<file path="config.mk">
export PLATFORM = sky130hd
export DESIGN_NAME = uart_tx_word_queue
export DESIGN_NICKNAME = d
export VERILOG_FILES = /design/src/rtl/uart_txq_pkg.sv /design/src/rtl/uart_txq_ram.sv /design/src/rtl/uart_tx_word_queue.sv
export SDC_FILE = /design/constraint.sdc
export NUM_CORES = 1
export LEC_CHECK = 0
export BUFFER_PORTS_ARGS = -buffer_cell sky130_fd_sc_hd__buf_2
export CORE_ASPECT_RATIO = 2
export CORE_MARGIN = 1.5
export CORE_UTILIZATION = 25
export DETAILED_ROUTE_END_ITERATION = 10
export HOLD_SLACK_MARGIN = 0.1
export SLEW_MARGIN = 20
export SYNTH_ARGS = -nofsm -noshare
export SYNTH_HDL_FRONTEND = slang
export SYNTH_SLANG_ARGS = --single-unit
</file>
<file path="constraint.sdc">
create_clock -name clk -period 3.69 [get_ports clk]
set_clock_uncertainty 0.2 [all_clocks]
set_input_delay 0.738 -clock clk [delete_from_list [all_inputs] [get_ports clk]]
set_output_delay 0.738 -clock clk [all_outputs]
set_load 0.005 [all_outputs]
</file>
<file path="src/rtl/uart_txq_pkg.sv">
// Shared types and constants for the UART transmit word queue.
// Status struct packs the CPU-visible queue state for register readback.
package uart_txq_pkg;

    localparam int unsigned DATA_W         = 32;
    localparam int unsigned DROP_W         = 8;
    localparam int unsigned STATUS_LEVEL_W = 8;

    typedef enum logic [1:0] {
        OP_IDLE,
        OP_PUSH,
        OP_POP,
        OP_BOTH
    } txq_op_t;

    typedef struct packed {
        logic                      full;
        logic                      empty;
        logic                      overflow;
        logic [STATUS_LEVEL_W-1:0] level;
    } txq_status_t;

    function automatic txq_op_t txq_op(input logic push, input logic pop);
        if (push && pop) return OP_BOTH;
        if (push)        return OP_PUSH;
        if (pop)         return OP_POP;
        return OP_IDLE;
    endfunction

endpackage

</file>
<file path="src/rtl/uart_txq_ram.sv">
// DEPTH x DATA_W storage for the transmit queue: synchronous write, asynchronous read.
// Contents are cleared on reset so the head output is defined before the first store.
module uart_txq_ram
    import uart_txq_pkg::*;
#(
    parameter int unsigned DEPTH = 8,
    parameter int unsigned AW    = $clog2(DEPTH)
) (
    input  logic              clk_i,
    input  logic              rst_ni,
    input  logic              we_i,
    input  logic [AW-1:0]     waddr_i,
    input  logic [DATA_W-1:0] wdata_i,
    input  logic [AW-1:0]     raddr_i,
    output logic [DATA_W-1:0] rdata_o
);

    logic [DATA_W-1:0] mem_q [DEPTH];

    always_ff @(posedge clk_i or negedge rst_ni) begin
        if (!rst_ni) begin
            for (int unsigned i = 0; i < DEPTH; i++) begin
                mem_q[i] <= '0;
            end
        end else if (we_i) begin
            mem_q[waddr_i] <= wdata_i;
        end
    end

    assign rdata_o = mem_q[raddr_i];

endmodule

</file>
<file path="src/rtl/uart_tx_word_queue.sv">
// Word FIFO between CPU UART stores and the transmit parser, show-ahead valid/ready output.
// Overflow accounting (sticky flag + saturating drop counter) enabled by UART_TXQ_OVF_EN.
module uart_tx_word_queue
    import uart_txq_pkg::*;
#(
    parameter int unsigned DEPTH = 8
) (
    input  logic                     clk,
    input  logic                     reset_n,
    input  logic                     memwrite,
    input  logic [DATA_W-1:0]        writedata,
    input  logic                     flush,
    output logic                     word_valid,
    output logic [DATA_W-1:0]        word_data,
    input  logic                     word_ready,
    output logic                     full,
    output logic                     empty,
    output logic [$clog2(DEPTH):0]   level,
    output logic                     overflow,
    input  logic                     ovf_clr,
    output logic [DROP_W-1:0]        drop_count
);

    localparam int unsigned AW = $clog2(DEPTH);
    localparam int unsigned LW = AW + 1;

    logic [AW-1:0] wr_ptr_q, wr_ptr_d;
    logic [AW-1:0] rd_ptr_q, rd_ptr_d;
    logic [LW-1:0] level_q, level_d;
    logic          push, pop, drop;

    assign empty      = (level_q == '0);
    assign full       = (level_q == LW'(DEPTH));
    assign level      = level_q;
    assign word_valid = !empty;

    // A pop frees a slot in the same cycle, so a full queue still accepts a store.
    assign pop  = word_valid && word_ready;
    assign push = memwrite && (!full || pop);
    assign drop = memwrite && full && !pop;

    always_comb begin
        wr_ptr_d = wr_ptr_q;
        rd_ptr_d = rd_ptr_q;
        level_d  = level_q;
        if (flush) begin
            wr_ptr_d = '0;
            rd_ptr_d = '0;
            level_d  = '0;
        end else begin
            if (push) wr_ptr_d = wr_ptr_q + 1'b1;
            if (pop)  rd_ptr_d = rd_ptr_q + 1'b1;
            case (txq_op(push, pop))
                OP_PUSH: level_d = level_q + 1'b1;
                OP_POP:  level_d = level_q - 1'b1;
                default: level_d = level_q;
            endcase
        end
    end

    always_ff @(posedge clk or negedge reset_n) begin
        if (!reset_n) begin
            wr_ptr_q <= '0;
            rd_ptr_q <= '0;
            level_q  <= '0;
        end else begin
            wr_ptr_q <= wr_ptr_d;
            rd_ptr_q <= rd_ptr_d;
            level_q  <= level_d;
        end
    end

    uart_txq_ram #(
        .DEPTH (DEPTH),
        .AW    (AW)
    ) u_ram (
        .clk_i   (clk),
        .rst_ni  (reset_n),
        .we_i    (push && !flush),
        .waddr_i (wr_ptr_q),
        .wdata_i (writedata),
        .raddr_i (rd_ptr_q),
        .rdata_o (word_data)
    );

`ifdef UART_TXQ_OVF_EN
    logic              ovf_q, ovf_d;
    logic [DROP_W-1:0] cnt_q, cnt_d;

    // A drop coinciding with a clear restarts the count at one.
    always_comb begin
        ovf_d = ovf_q;
        cnt_d = cnt_q;
        if (drop && !flush) begin
            ovf_d = 1'b1;
            if (ovf_clr)          cnt_d = DROP_W'(1);
            else if (cnt_q != '1) cnt_d = cnt_q + 1'b1;
        end else if (ovf_clr) begin
            ovf_d = 1'b0;
            cnt_d = '0;
        end
    end

    always_ff @(posedge clk or negedge reset_n) begin
        if (!reset_n) begin
            ovf_q <= 1'b0;
            cnt_q <= '0;
        end else begin
            ovf_q <= ovf_d;
            cnt_q <= cnt_d;
        end
    end

    assign overflow   = ovf_q;
    assign drop_count = cnt_q;
`else
    logic unused_ovf;
    assign unused_ovf = ovf_clr ^ drop;
    assign overflow   = 1'b0;
    assign drop_count = '0;
`endif

endmodule

</file>
==> reports/qor.csv <==
stage;metric;value;unit
place;place.gp.congestion;0.679;
grt;grt_max_degree;105;
clock_network;cts_tree;yes;
drt;first_pass_iters;4;
critical_path;crit_path_start_kind;register;
die;die_y;321;um
drt;antenna_left;0;
sta;period_needed;3440;ps
critical_path;r2r-end;level[3];
clock_network;cts_resized;0;
clock_network;cts-htree-levels;1;
die;core;0.0501;mm^2
critical_path;crit_type;register to output pin;
synthesis;synth_top_area_share;52.5;%
critical_path;cp_max_fo;23;
hold_path;hold_end;u_ram.mem_q[244];
die;dieWidth;162;um
drt;vias;6621;
synthesis;yosys-top-cells-area;dfrtp_1, mux2_2, mux4_2;
grt;grtUsageTotal;11.6;%
clock_network;hold_buffers;1;
power;vdd_drop_max;400;uV
sta;final.setup.tns;0;ps
synthesis;synth.most_common_cell;dfrtp_1;
hold_path;hp-start;u_ram.mem_q[244];
drt;drt-total-wl;29200;um
synthesis;synth-seq-area-share;52.5;%
final_layout;diodes;0;
sta;hold_violations;0;
die;core.rowCount;116;
drt;via_per_inst;4.48;
synthesis;synth.avg_cell_area;17.2;um^2
sta;maxSlewHeadroom;35.9;%
clock_network;numClockSinks;266;
clock_network;post_cts_buffers;0;
sta;worst_pin_slew;949;ps
synthesis;synth_cells;737;
critical_path;required;2750;ps
die;initial_core_util;25.3;%
synthesis;ys_top_cells_by_count;dfrtp_1, mux2_2, mux2_4;
critical_path;arrival;2500;ps
synthesis;synth_area;0.0127;mm^2
grt;grt.overflow.total;0;
sta;setup_viol;0;
hold_path;whs_path_depth;1;
critical_path;rrSetupSlack;560;ps
clock_network;cts.path.max_buffers;3;
critical_path;r2r_cells;7;
clock_network;root_buffer;clkbuf_16;
outcome;status;finished, final reports clean;
sta;slew_violations;0;
drt;drt-initial-drc-count;202;
grt;grt_pass1_vias;7520;
drt;routedWlPerCell;19.7;um
synthesis;synthArstFlopShare;100;%
critical_path;cp-end-kind;output pin;
grt;antenna_found_initial;0;
hold_path;hold_class;register to register;
drt;drcViolationCount;0;
place;place_hpwl;17700;um
job;maxCapViolCount;0;
power;leakage;0.00681;uW
die;die_area;0.0522;mm^2
synthesis;ys_types;41;
sta;grt_setup_unrepaired;no;
sta;setup_ws;249;ps
final_layout;syn2layout_area_growth;15.1;%
die;pin_count;86;
synthesis;synth-edff-count;0;
synthesis;synth_seq_cells;266;
clock_network;cts.clk_slew.worst_paths;70;ps
final_layout;drive_above_1_share;59.3;%
final_layout;utilization;29.1;%
power;pwr_density_cell;664;mW/mm^2
synthesis;yosysTopAreaCell;dfrtp_1;
clock_network;cts_buffers;26;
critical_path;reg2reg_from;level[0];
place;place_ws;540;ps
final_layout;final_nets;856;
synthesis;ys_warn_count;0;
clock_network;clkLatencyLatePin;540;ps
sta;fin_crit_sh;93.3;%
sta;fmax;291;MHz
grt;grt_pass1_wl;46300;um
synthesis;synthFlopType;dfrtp_1;
place;port_buffers;75;
critical path: stages (launching register included):
cell and delay [ps]:
dfrtp_4 660, buf_12 280, mux4_2 540, mux2_2 310, buf_2 140
final cells by class:
type | instances | area, um^2
fill | 5003 | 35500
multi-input combinational | 420 | 5550
tap | 649 | 812
inverter | 3 | 11.3
clock buffer | 32 | 714
clock inverter | 12 | 171
timing repair buffer | 96 | 671
sequential | 266 | 6660
through the flow:
stage | instance area [um^2] | cells | hold slack [ps] | power (uW)
2_1_floorplan | 12700 | 745 | 242 | 6000
3_3_place_gp | 13700 | 1433 | 268 | 6920
3_5_place_dp | 13700 | 1433 | 279 | 7020
4_1_cts | 14600 | 1478 | 290 | 9890
5_1_grt | 14600 | 1478 | 309 | 10300
6_report | 14600 | 1478 | 290 | 9690
placed cells by master, fill, tap and decap left out, types with 3 or more instances in the layout:
| cell | instances |
|---|---|
| dfrtp_1 | 263 |
| clkinv_2 | 4 |
| buf_4 | 10 |
| a21oi_1 | 3 |
| mux2_2 | 190 |
| inv_1 | 3 |
| nor2_1 | 11 |
| mux4_2 | 64 |
| clkbuf_1 | 3 |
| clkbuf_16 | 27 |
| buf_12 | 10 |
| clkinvlp_4 | 3 |
| mux2_4 | 90 |
| mux2_1 | 9 |
| nand3_4 | 4 |
| buf_2 | 74 |
| nand2_1 | 4 |
| bufinv_16 | 4 |
| conb_1 | 9 |
| ha_1 | 4 |
| xnor2_1 | 6 |
flip-flops by register name, summed over array words and instances, names as in the netlist:
name,count
wr_ptr_q,3
rd_ptr_q,3
level,4
u_ram.mem_q,256
cells by family after synthesis:
group / after synthesis / share of synthesized area [%]
multiplexers: 354 / 39.8
adder cells (fa/ha/maj): 5 / 0.553
flip-flops: 266 / 52.5
AO/OA/AOI/OAI: 12 / 0.632
buffers and inverters: 59 / 4.01
AND/OR/NAND/NOR: 33 / 2.01
XOR/XNOR: 7 / 0.484
other: 1 / 0.0296
where the power goes:
group / internal (uW) / switching [uW] / total (uW)
combinational: 1760 / 1090 / 2850
sequential: 3610 / 429 / 4030
clock: 1650 / 1160 / 2810
total: 7010 / 2670 / 9690
how the worst max path moves through the flow:
stage	slack, ps	startpoint	depth (start not counted)	end
after CTS	160	rd_ptr_q[0]	4	word_data[2]
after floorplan	840	level[0]	7	level[3]
after global placement	540	level[0]	7	level[3]
after detailed placement	540	level[0]	7	level[3]
final	250	rd_ptr_q[0]	4	word_data[8]
after global routing	130	rd_ptr_q[0]	4	word_data[8]
per-layer routing:
layer  global-route usage (%)  wire length [um]
met1                     14.2             12200
met3                     1.21               734
met2                     21.4             15700
met4                     3.22               531
met5                        0                 0
(Power assumes the default switching activity.)
